### src/rtl/cpu_seq_pkg.sv
// Shared types and constants for the cpu_seq control sequencer.
package cpu_seq_pkg;

   typedef enum logic [2:0] {
      IDLE,
      FETCH,
      EXEC,
      MEMW,
      HALT
   } state_t;

   localparam int OPC_W = 4;
   localparam logic [OPC_W-1:0] HALT_OP_DEFAULT = 4'hF;
   localparam int WAIT_W = 2;

endpackage

### src/rtl/cpu_seq.sv
// Multi-cycle fetch/execute sequencer owning pc, inst and the write strobes.
// Optional single-step launch from IDLE is enabled by defining CPU_SEQ_STEP_EN.
module cpu_seq
   import cpu_seq_pkg::*;
#(
   parameter int PC_W = 7,
   parameter logic [OPC_W-1:0] HALT_OP = HALT_OP_DEFAULT,
   parameter int MEM_WAIT = 0,
   parameter int RESET_PC = 0
) (
   input  logic            clk,
   input  logic            rst,
   input  logic            run,
`ifdef CPU_SEQ_STEP_EN
   input  logic            step,
`endif
   input  logic [15:0]     mem_rdata,
   input  logic            dec_mem_we,
   input  logic            dec_mem_re,
   input  logic            dec_ldi,
   output logic [PC_W-1:0] pc,
   output logic [15:0]     inst,
   output logic            fetch,
   output logic            reg_we,
   output logic            mem_we,
   output logic            busy,
   output logic            halted,
   output logic [15:0]     retired
);

   localparam bit HAS_WAIT = (MEM_WAIT > 0);
   localparam logic [WAIT_W-1:0] WAIT_LOAD = HAS_WAIT ? WAIT_W'(MEM_WAIT - 1) : '0;

   state_t            state_q;
   state_t            state_d;
   logic [WAIT_W-1:0] wait_q;
   logic              complete;
   logic              mem_op;
   logic              ldi_unused;

   // dec_ldi only steers the datapath mux; sequencing never looks at it.
   assign ldi_unused = dec_ldi;
   assign mem_op     = dec_mem_we | dec_mem_re;

`ifdef CPU_SEQ_STEP_EN
   logic step_q;
`endif

   always_comb begin
      state_d  = state_q;
      complete = 1'b0;
      unique case (state_q)
         IDLE: begin
`ifdef CPU_SEQ_STEP_EN
            if (run || step) state_d = FETCH;
`else
            if (run) state_d = FETCH;
`endif
         end
         FETCH:   state_d = (mem_rdata[15:12] == HALT_OP) ? HALT : EXEC;
         EXEC: begin
            if (mem_op && HAS_WAIT) state_d = MEMW;
            else complete = 1'b1;
         end
         MEMW:    if (wait_q == '0) complete = 1'b1;
         HALT:    state_d = HALT;
         default: state_d = IDLE;
      endcase
      if (complete) begin
`ifdef CPU_SEQ_STEP_EN
         state_d = (run && !step_q) ? FETCH : IDLE;
`else
         state_d = run ? FETCH : IDLE;
`endif
      end
   end

   // Strobes are masked by rst so an instruction interrupted by reset never writes.
   assign fetch  = !rst && (state_q == FETCH);
   assign busy   = !rst && ((state_q == FETCH) || (state_q == EXEC) || (state_q == MEMW));
   assign halted = !rst && (state_q == HALT);
   assign mem_we = !rst && complete && dec_mem_we;
   assign reg_we = !rst && complete && !dec_mem_we;

   always_ff @(posedge clk) begin
      if (rst) begin
         state_q <= IDLE;
         pc      <= PC_W'(RESET_PC);
         inst    <= '0;
         retired <= '0;
         wait_q  <= '0;
`ifdef CPU_SEQ_STEP_EN
         step_q  <= 1'b0;
`endif
      end else begin
         state_q <= state_d;
         if (state_q == FETCH) begin
            inst <= mem_rdata;
            if (state_d == EXEC) pc <= pc + PC_W'(1);
         end
         if (state_q == EXEC) wait_q <= WAIT_LOAD;
         else if (state_q == MEMW) wait_q <= wait_q - WAIT_W'(1);
         if (complete) retired <= retired + 16'd1;
`ifdef CPU_SEQ_STEP_EN
         if ((state_q == IDLE) && (state_d == FETCH)) step_q <= !run;
`endif
      end
   end

endmodule

### config.mk
export PLATFORM = sky130hd
export DESIGN_NAME = cpu_seq
export DESIGN_NICKNAME = d
export VERILOG_FILES = /design/src/rtl/cpu_seq_pkg.sv /design/src/rtl/cpu_seq.sv
export SDC_FILE = /design/constraint.sdc
export NUM_CORES = 1
export LEC_CHECK = 0
export ABC_AREA = 1
export CAP_MARGIN = 20
export CORE_ASPECT_RATIO = 0.75
export CORE_UTILIZATION = 30
export CTS_CLUSTER_DIAMETER = 50
export DETAILED_ROUTE_END_ITERATION = 16
export GPL_ROUTABILITY_DRIVEN = 0
export MAX_ROUTING_LAYER = met4
export PLACE_DENSITY_LB_ADDON = 0.12
export SYNTH_ARGS = -nofsm -noshare
export SYNTH_HDL_FRONTEND = slang
export SYNTH_SLANG_ARGS = --single-unit
### constraint.sdc
create_clock -name clk -period 2 [get_ports clk]
set_input_delay 0.5 -clock clk [delete_from_list [all_inputs] [get_ports clk]]
set_output_delay 0.5 -clock clk [all_outputs]
set_load 0.02 [all_outputs]
==> run metrics, run 1 <==
gr usage total=0.1504; Layout Nets=379; register bit total from synthesis=44; global-route wire length before repair=8252 µm; Peak VDD IR=0.3050 mV; Total Power=2.018 mW; predominant post-synthesis flop cell=dfxtp_1; startpoint types=flip-flop; FF-to-FF Start=wait_q[0]$_SDFFE_PP0N_; Tcrit/Tclk final=0.9637; Mapped Nets=305; Final Hold Vio Count=0; Hold Crit Class=flip-flop to flip-flop; Synth cell types=32; Syn. warnings=0; H-tree levels=2; Num CTS Buffers=5; wire per inst=11.56 µm; row cnt=25; most common cell in the netlist=nor2_1; f_max=518.8 MHz; Die Footprint=7080 µm²; Final ANT Viol Nets=0; PD cells=692.8 nW/µm²; initial antenna violation count=0; outcome=complete, no violations; top-area cell type share of the netlist area=0.4354; total congestion overflow=0; asr flop ratio synth=0; hold worst-path end=wait_q[1]$_SDFFE_PP0N_; Critical Path RT=1500 ps; critical path class=flip-flop to primary output; I/O pins=66; detailed placement HPWL=3744 µm; final wirelength=5027 µm; Worst Reg-to-Reg Cells=10; Setup-failing EPs final=0; Lkg Pwr=1.116 nW; Reg clk slew, reported paths=80 ps; max_cap viols=0; Critical Path End Type=primary output; DRC=0; Arr. time, crit path=1430 ps; I/O Buffers=63; setup repair bufs after CTS=0; synth-to-layout area growth=43.97%; Slew @ Worst Pin=361.2 ps; Clk Latency, worst-skew pair=290 ps; vias=1933; dominant cell type by area after synthesis=dfxtp_1; max-slew violations=0; CTS Sinks=44; Starting Density=0.3155; Worst R2R End=retired[8]$_SDFFE_PP0P_; Slew HR=0.7586; # diodes=0; largest net degree at the start of global routing=23; sequential area share after synthesis=0.4354; EDFF count, synth=0; DR pass1 iterations=4; Die X=96.83 µm; flop2flop setup slack=390 ps; Area contributors post-synth=dfxtp_1 44%, nor2_1 12%, nand2_1 8.7%, o21ai_0 6.9%, inv_1 4.5%; initial DRC count=76; cells along the critical path=inv_1 > nor3_1 > clkdlybuf4s15_1; Core ar.=6412 µm²; average size of a mapped cell=7.226 µm²; Root Driver=clkbuf_8; Worst Path Buf+Inv=2; post-synthesis cell area=2023 µm²; Hold WS=468.2 ps; Worst path max stage delay=470 ps; number of global-route vias before repair=1739; Min-Delay Startpoint=wait_q[1]$_SDFFE_PP0N_; fin crit period=1927 ps; CTS tree=built; critical path peak fanout=5; Final Skew=3.962 ps; worst hold stages=2; cells after synthesis=280; clock buffer depth=2; share of layout cells above drive strength 1=0.1045; Vias/cell=4.444; CP top delay family=flip-flops; commonest cells in the netlist=67 x nor2_1, 47 x nand2_1, 44 x dfxtp_1; CP max-delay cell=dfxtp_1; Hold Buf Count CTS=0; die height=73.12 µm
[kinds of logic (layout without fill, tap and decap cells)]
group           Yosys count  count (layout)  share of synthesized area
buf+inv                  34             108                    0.06616
compound gates           52              52                     0.1435
fa+ha+maj                 3               3                    0.01855
simple gates            143             143                     0.3191
flops                    44              44                     0.4354
xor+xnor                  4               4                    0.01731
[metrics by stage]
stage	area, µm²	setup slack, ps	std cells	TNS [ps]	util
3_5_place_dp	2823	-435.0	428	-2018	0.4402
3_3_place_gp	2823	-443.4	428	-2015	0.4402
4_1_cts	2910	8.860	435	0	0.4539
2_1_floorplan	2023	119.8	280	0	-
5_1_grt	2913	-10.48	435	-10.48	0.4542
6_report	2913	72.58	435	0	0.4542
[per-layer routing]
layer | global-route usage | vias up | wire length [µm] | part of all wire
li1 | - | 1058 | - | -
met1 | 0.2127 | 835 | 2724 | 0.54
met2 | 0.2144 | 36 | 2075 | 0.41
met3 | 0.03448 | 4 | 183 | 0.036
met4 | 0.03980 | 0 | 44 | 0.0088
met5 | - | - | 0 | 0
[flip-flops by register name, indices dropped and copies added (netlist names)]
register	cells
inst	16
retired	16
pc	7
state_q	3
wait_q	2
[worst reg2reg max path, stage by stage, from the launching register on]
cell and delay (ps):
dfxtp_1 300, inv_1 60, ha_1 140, inv_1 50, nand2_1 50, nand3_1 140, buf_4 220, nor2_1 230
nand2_1 110, o21ai_0 150, nor2_1 60
[cell usage in the layout, fill, tap and decap left out]
cell type        instances
buf_4                   11
a211oi_1                 2
o21ai_0                 28
nand3_2                  1
o21bai_1                 1
a31oi_1                  1
ha_1                     3
nor2_4                   1
clkinv_2                 1
clkbuf_8                 7
nand3_1                  8
a21oi_2                  1
nand4_1                  3
and3_1                   1
nand2_4                  2
o21bai_2                 1
clkbuf_2                 2
inv_2                    1
inv_1                   24
clkdlybuf4s15_1          2
nor2_1                  67
nor4_1                   1
nor3_1                   6
nor3b_2                  1
buf_12                   1
a21oi_1                 17
buf_2                    1
a21oi_4                  1
nand3_4                  1
clkdlybuf4s50_1         57
nor3_4                   2
nand2_1                 47
nor3_2                   2
xor2_1                   4
dlygate4sd2_1            1
dfxtp_1                 44
[how the worst max path moves through the flow]
stage	endpoint	slack, ps	startpoint	cells past startpoint
after CTS	reg_we	9	wait_q[0]$_SDFFE_PP0N_	7
after floorplan	mem_we	120	wait_q[0]$_SDFFE_PP0N_	7
after global placement	mem_we	-440	rst	3
final	halted	70	state_q[2]$_SDFF_PP0_	3
after global routing	mem_we	-10	wait_q[0]$_SDFFE_PP0N_	7
after detailed placement	mem_we	-430	rst	3
[power by group]
group | leakage (nW) | switching [mW] | internal, mW | total, mW
logic | 0.708 | 0.250 | 0.204 | 0.454
registers | 0.358 | 0.0363 | 0.935 | 0.972
clock network | 0.0503 | 0.285 | 0.308 | 0.593
total | 1.12 | 0.571 | 1.45 | 2.02
[timing repair]
item | CTS | global route
resized for setup | 14 | 6
endpoints found under the hold margin | 0 | 0
endpoints found under the setup margin | 5 | 4
[layout make-up]
| type | count | area, µm² |
|---|---|---|
| fillers | 666 | 3500 |
| multi-input cells | 202 | 1018 |
| flip-flops and latches | 44 | 880.8 |
| repair buffers | 75 | 716.9 |
| well taps | 81 | 101.3 |
| inverters | 26 | 98.84 |
| clock buffers | 7 | 96.34 |
Note: power is estimated with default switching activity, not from simulation.
==> run 2, diff against run 1 <==
--- a/config.mk
+++ b/config.mk
@@ -11,7 +11,6 @@
 export CORE_UTILIZATION = 30
 export CTS_CLUSTER_DIAMETER = 50
 export DETAILED_ROUTE_END_ITERATION = 16
-export GPL_ROUTABILITY_DRIVEN = 0
 export MAX_ROUTING_LAYER = met4
 export PLACE_DENSITY_LB_ADDON = 0.12
 export SYNTH_ARGS = -nofsm -noshare
==> results of run 2 <==
No change in the layout: final DEF, timing and power equal those of run 1.
